==> src/rtl/memory_control_if.sv <==
// memory_control_if: cache-side and RAM-side signals of the memory controller
interface memory_control_if #(
    parameter int ADDR_W = 32
);
    logic              iREN;
    logic [ADDR_W-1:0] iaddr;
    logic              iwait;
    logic [ADDR_W-1:0] iload;
    logic              dREN;
    logic              dWEN;
    logic [ADDR_W-1:0] daddr;
    logic [ADDR_W-1:0] dstore;
    logic              dwait;
    logic [ADDR_W-1:0] dload;
    logic              ramREN;
    logic              ramWEN;
    logic [ADDR_W-1:0] ramaddr;
    logic [ADDR_W-1:0] ramstore;
    logic [ADDR_W-1:0] ramload;
    logic [1:0]        ramstate;

    modport slave (
        input  iREN, iaddr, dREN, dWEN, daddr, dstore, ramload, ramstate,
        output iwait, iload, dwait, dload, ramREN, ramWEN, ramaddr, ramstore
    );

    modport master (
        output iREN, iaddr, dREN, dWEN, daddr, dstore, ramload, ramstate,
        input  iwait, iload, dwait, dload, ramREN, ramWEN, ramaddr, ramstore
    );
endinterface

==> src/rtl/memory_control.sv <==
// memory_control: arbitrates icache/dcache requests onto a single-ported RAM
// with data priority and a bounded-starvation guarantee for instruction fetch.
module memory_control #(
    parameter int STARVE_LIMIT = 4,
    parameter int ADDR_W       = 32
) (
    input logic CLK,
    input logic RST,
    memory_control_if.slave bus
);
    typedef enum logic [1:0] {IDLE, DSERV, ISERV} state_t;
    localparam logic [1:0] ACCESS = 2'd2;

    state_t     r_state;
    logic [3:0] r_starve;
    logic       w_dreq, w_acc, w_force_i;

    assign w_dreq    = bus.dREN | bus.dWEN;
    assign w_acc     = bus.ramstate == ACCESS;
    assign w_force_i = (STARVE_LIMIT != 0) && (r_starve == 4'(STARVE_LIMIT)) && bus.iREN;

    always_ff @(posedge CLK or posedge RST)
        if (RST) begin
            r_state  <= IDLE;
            r_starve <= '0;
        end else
            case (r_state)
                IDLE:
                    if (w_dreq && !w_force_i) begin
                        r_state  <= DSERV;
                        r_starve <= bus.iREN ? r_starve + {3'b0, r_starve != 4'hf} : 4'd0;
                    end else if (bus.iREN) begin
                        r_state  <= ISERV;
                        r_starve <= '0;
                    end
                DSERV: if (w_acc || !w_dreq) r_state <= IDLE;
                ISERV: if (w_acc || !bus.iREN) r_state <= IDLE;
                default: r_state <= IDLE;
            endcase

    assign bus.iload = bus.ramload;
    assign bus.dload = bus.ramload;

    // a dropped request (abort) never reports completion, even under ACCESS
    always_comb begin
        bus.ramWEN   = r_state == DSERV && bus.dWEN;
        bus.ramREN   = r_state == ISERV || (r_state == DSERV && bus.dREN && !bus.dWEN);
        bus.ramaddr  = r_state == DSERV ? bus.daddr : r_state == ISERV ? bus.iaddr : {ADDR_W{1'b0}};
        bus.ramstore = r_state == DSERV ? bus.dstore : {ADDR_W{1'b0}};
        bus.dwait    = !(r_state == DSERV && w_dreq && w_acc);
        bus.iwait    = !(r_state == ISERV && bus.iREN && w_acc);
    end
endmodule

==> src/flat_wrapper.sv <==
// flat-port wrapper written by rule: the top's interface ports become plain ports
module memory_control_flat 
#(
    parameter int STARVE_LIMIT = 4,
    parameter int ADDR_W       = 32
)
  (CLK, RST, bus_iREN, bus_iaddr, bus_dREN, bus_dWEN, bus_daddr, bus_dstore, bus_ramload, bus_ramstate, bus_iwait, bus_iload, bus_dwait, bus_dload, bus_ramREN, bus_ramWEN, bus_ramaddr, bus_ramstore);
  memory_control_if #(.ADDR_W(ADDR_W)) bus_i ();
  input logic CLK;
  input logic RST;
  input wire logic [$bits(bus_i.iREN)-1:0] bus_iREN;
  input wire logic [$bits(bus_i.iaddr)-1:0] bus_iaddr;
  input wire logic [$bits(bus_i.dREN)-1:0] bus_dREN;
  input wire logic [$bits(bus_i.dWEN)-1:0] bus_dWEN;
  input wire logic [$bits(bus_i.daddr)-1:0] bus_daddr;
  input wire logic [$bits(bus_i.dstore)-1:0] bus_dstore;
  input wire logic [$bits(bus_i.ramload)-1:0] bus_ramload;
  input wire logic [$bits(bus_i.ramstate)-1:0] bus_ramstate;
  output wire logic [$bits(bus_i.iwait)-1:0] bus_iwait;
  output wire logic [$bits(bus_i.iload)-1:0] bus_iload;
  output wire logic [$bits(bus_i.dwait)-1:0] bus_dwait;
  output wire logic [$bits(bus_i.dload)-1:0] bus_dload;
  output wire logic [$bits(bus_i.ramREN)-1:0] bus_ramREN;
  output wire logic [$bits(bus_i.ramWEN)-1:0] bus_ramWEN;
  output wire logic [$bits(bus_i.ramaddr)-1:0] bus_ramaddr;
  output wire logic [$bits(bus_i.ramstore)-1:0] bus_ramstore;
  assign bus_i.iREN = bus_iREN;
  assign bus_i.iaddr = bus_iaddr;
  assign bus_i.dREN = bus_dREN;
  assign bus_i.dWEN = bus_dWEN;
  assign bus_i.daddr = bus_daddr;
  assign bus_i.dstore = bus_dstore;
  assign bus_i.ramload = bus_ramload;
  assign bus_i.ramstate = bus_ramstate;
  assign bus_iwait = bus_i.iwait;
  assign bus_iload = bus_i.iload;
  assign bus_dwait = bus_i.dwait;
  assign bus_dload = bus_i.dload;
  assign bus_ramREN = bus_i.ramREN;
  assign bus_ramWEN = bus_i.ramWEN;
  assign bus_ramaddr = bus_i.ramaddr;
  assign bus_ramstore = bus_i.ramstore;
  memory_control #(.STARVE_LIMIT(STARVE_LIMIT), .ADDR_W(ADDR_W)) u_core (.CLK(CLK), .RST(RST), .bus(bus_i));
endmodule
==> config.mk <==
export PLATFORM = sky130hd
export DESIGN_NAME = memory_control_flat
export DESIGN_NICKNAME = d
export VERILOG_FILES = /design/src/rtl/memory_control_if.sv /design/src/rtl/memory_control.sv /design/src/flat_wrapper.sv
export SDC_FILE = /design/constraint.sdc
export NUM_CORES = 1
export LEC_CHECK = 0
export CORE_AREA = 5 5 102 104
export CTS_BUF_LIST = sky130_fd_sc_hd__clkbuf_2 sky130_fd_sc_hd__clkbuf_4 sky130_fd_sc_hd__clkbuf_8
export CTS_CLUSTER_DIAMETER = 30
export CTS_CLUSTER_SIZE = 28
export DETAILED_ROUTE_END_ITERATION = 6
export DIE_AREA = 0 0 107 109
export DONT_BUFFER_PORTS = 1
export GPL_TIMING_DRIVEN = 0
export HOLD_SLACK_MARGIN = 0.1
export SLEW_MARGIN = 0
export SYNTH_ARGS = -nofsm -noshare
export SYNTH_HDL_FRONTEND = slang
export SYNTH_SLANG_ARGS = --single-unit
==> constraint.sdc <==
create_clock -name CLK -period 1.8 [get_ports CLK]
set_input_delay 0.27 -clock CLK [delete_from_list [all_inputs] [get_ports CLK]]
set_output_delay 0.27 -clock CLK [all_outputs]
set_load 0.02 [all_outputs]
==> impl_metrics.yaml <==
grt:
  antenna_found_initial: 0
  grt_max_degree: 11
  track_usage_pct: 7.84
  grt_pass1_wl_mm: 6.91
  grt_overflow: 0
  grt_pass1_vias: 1239
yosys:
  syn_inst: 182
  syn_area_per_cell_um2: 7.82
  yosysWarnings: 0
  synth_area_um2: 1420
  synth_fp_nets: 319
  ys_ff_latch: 6
  ys_seq_area_share_pct: 10.6
  synth_cell_types: 28
routing:
  routed_wl_mm: 5.99
  vias: 1296
  detail-route-antenna-nets: 0
  drt_iter0_markers: 43
  detail_route.first_pass.iterations: 4
  routed_via_density: 4.31
  drc_errors: 0
  wl_per_cell_um: 19.9
layout:
  diodes: 0
  seq_area_um2: 153
  drive_gt1_share_pct: 73.3
  final_common_cell: "buf_4"
  multi_input_area_um2: 930
  final_cell_mix: "buf_4, and2_2, a22o_4"
  fill_cells: 1024
  fin_nets: 326
  instances_no_fill: 301
  area_growth_pct: 32.5
place:
  dp_slack_ps: -17.7
  gp_congestion: 0.649
  portBuffers: 0
  post-dp-hpwl_mm: 5.25
  place_inst: 296
timing:
  min_period_over_period_pct: 97.0
  finClkSkew_ps: 0.833
  fmax_mhz: 573
  rsz0062_at_grt: "true"
  hold_viol_final: 0
  finalSetupViolations: 0
  slew_viol_final: 0
  slew_headroom_pct: 75.7
  tightest_slew_ps: 364
  min_period_ps: 1750
  fin_ws_ps: 54.7
floorplan:
  fp.dieW_um: 107
  rows: 36
  io-pin-count: 267
  core-area_um2: 9460
  die_h_um: 109
  start_util_pct: 15.0
  die_area_um2: 11700
worst_setup_path:
  rr_endpoint: "u_core.r_starve[1]"
  start_kind: "flip-flop"
  path_max_fanout: 10
  path_cells: "nor2b_1, clkbuf_4, buf_6, a22o_2"
  reg2reg_depth: 4
  max_stage_delay_ps: 440
  path_buf_inv: 2
  crit_family: "flip-flops"
  arrival_ps: 1480
  setup.worst_path.class: "flip-flop to output port"
  cp-end-kind: "output port"
  critical_path_required_ps: 1530
  r2r_slack_ps: 420
  crit_slowest_cell: "dfrtp_2"
  r2r-start: "u_core.r_starve[1]"
clock_network:
  clock-sinks: 6
  clockBufferDepth: 2
  root_buffer: "clkbuf_8"
  clkTransAtPathRegs_ps: 40
  cts_tree: "yes"
  clk_latency_ps: 220
  numCtsBuffers: 3
  cts_max_level: 1
power:
  ir_worst_vdd_v: 0.000176
  p_leak_nw: 0.902
  powerDensity_nw_per_um2: 620
min_path:
  holdPathStages: 2
  worst_hold_startpoint: "bus_iREN"
  min_to: "u_core.r_state[1]"
  hp-class: "primary input to flip-flop"
flow_run:
  drv_cap: 0
outcome:
  status: "finished clean"
[kinds of logic (layout without fill, tap and decap cells)]
logic type | count (synthesis) | in the layout | share of synthesized area [%]
compound gates | 42 | 42 | 25.7
fa+ha+maj | 2 | 2 | 1.76
buf+inv | 79 | 84 | 39.1
flops | 6 | 6 | 10.6
mux | 1 | 1 | 0.704
simple gates | 52 | 52 | 22.2
[flip-flops by register name, summed over array words and instances, names as in the netlist]
| register | flops |
|---|---|
| u_core.r_state | 2 |
| u_core.r_starve | 4 |
[per-layer routing]
metal	track usage, %	wire length, um	vias up
li1	-	-	572
met1	8.03	1920	584
met2	15.1	3290	131
met3	2.31	663	9
met4	2.74	112	0
met5	0	0	-
[cells in the mapped netlist, drive strengths merged]
cell type / instances / area [um2]
or3: 1 / 6.26
a21oi: 2 / 10.0
clkbuf: 3 / 11.3
o21bai: 1 / 7.51
nand2: 3 / 11.3
a221oi: 1 / 8.76
o21ai: 1 / 5.00
mux2i: 1 / 10.0
a31o: 1 / 8.76
a22o: 34 / 298
inv: 4 / 15.0
nand2b: 1 / 6.26
nand3b: 1 / 7.51
nor2: 4 / 15.0
nand3: 1 / 5.00
nand4: 1 / 6.26
dfrtp: 6 / 150
ha: 2 / 25.0
a211oi: 2 / 27.5
nor3: 2 / 15.0
buf: 72 / 531
nor2b: 3 / 21.3
and2: 34 / 213
nand4b: 1 / 8.76
[where the power goes]
group	switching [mW]	total, mW	leakage (nW)	internal (mW)
clock network	0.0592	0.203	0.0216	0.144
registers	0.0228	0.175	0.0766	0.152
logic	0.480	0.791	0.804	0.311
total	0.562	1.17	0.902	0.607
[final cells by class]
| cell class | instances | area share (%) |
|---|---|---|
| multi-input cells | 97 | 49.3 |
| plain buffers | 75 | 30.4 |
| flip-flops and latches | 6 | 8.10 |
| well taps | 114 | 7.57 |
| clock buffers | 3 | 2.19 |
| repair buffers | 2 | 1.59 |
| inverters | 4 | 0.797 |
[how the worst max path moves through the flow]
stage / from / end / slack, ps / cells after the start
after floorplan: u_core.r_state[1] / bus_ramaddr[10] / 390 / 4
after global placement: u_core.r_state[0] / bus_ramaddr[26] / 2 / 4
after detailed placement: u_core.r_state[0] / bus_ramaddr[26] / -20 / 4
after CTS: u_core.r_state[1] / bus_ramaddr[28] / -20 / 4
after global routing: u_core.r_state[0] / bus_ramstore[2] / -20 / 4
final: u_core.r_state[1] / bus_ramaddr[8] / 50 / 4
[stage by stage]
| stage | TNS [ps] | power, mW | hold WS (ps) | cell area, um2 | utilization [%] |
|---|---|---|---|---|---|
| global placement | 0 | 0.877 | 83.4 | 1570 | 16.5 |
| global route | -170 | 1.24 | 331 | 1880 | 19.9 |
| CTS | -77.3 | 1.15 | 291 | 1780 | 18.9 |
| finish | 0 | 1.17 | 296 | 1880 | 19.9 |
| floorplan | 0 | 0.798 | 61.0 | 1420 | - |
| detailed placement | -45.8 | 0.882 | 89.5 | 1570 | 16.5 |
[timing repair]
| item | CTS | global route |
|---|---|---|
| endpoints found under the setup margin | 67 | 61 |
| endpoints found under the hold margin | 6 | 0 |
| gates cloned | 0 | 0 |
| hold buffers | 1 | 0 |
| setup buffers | 1 | 0 |
| resized for setup | 43 | 36 |
Power figures use the tool's default switching activity.
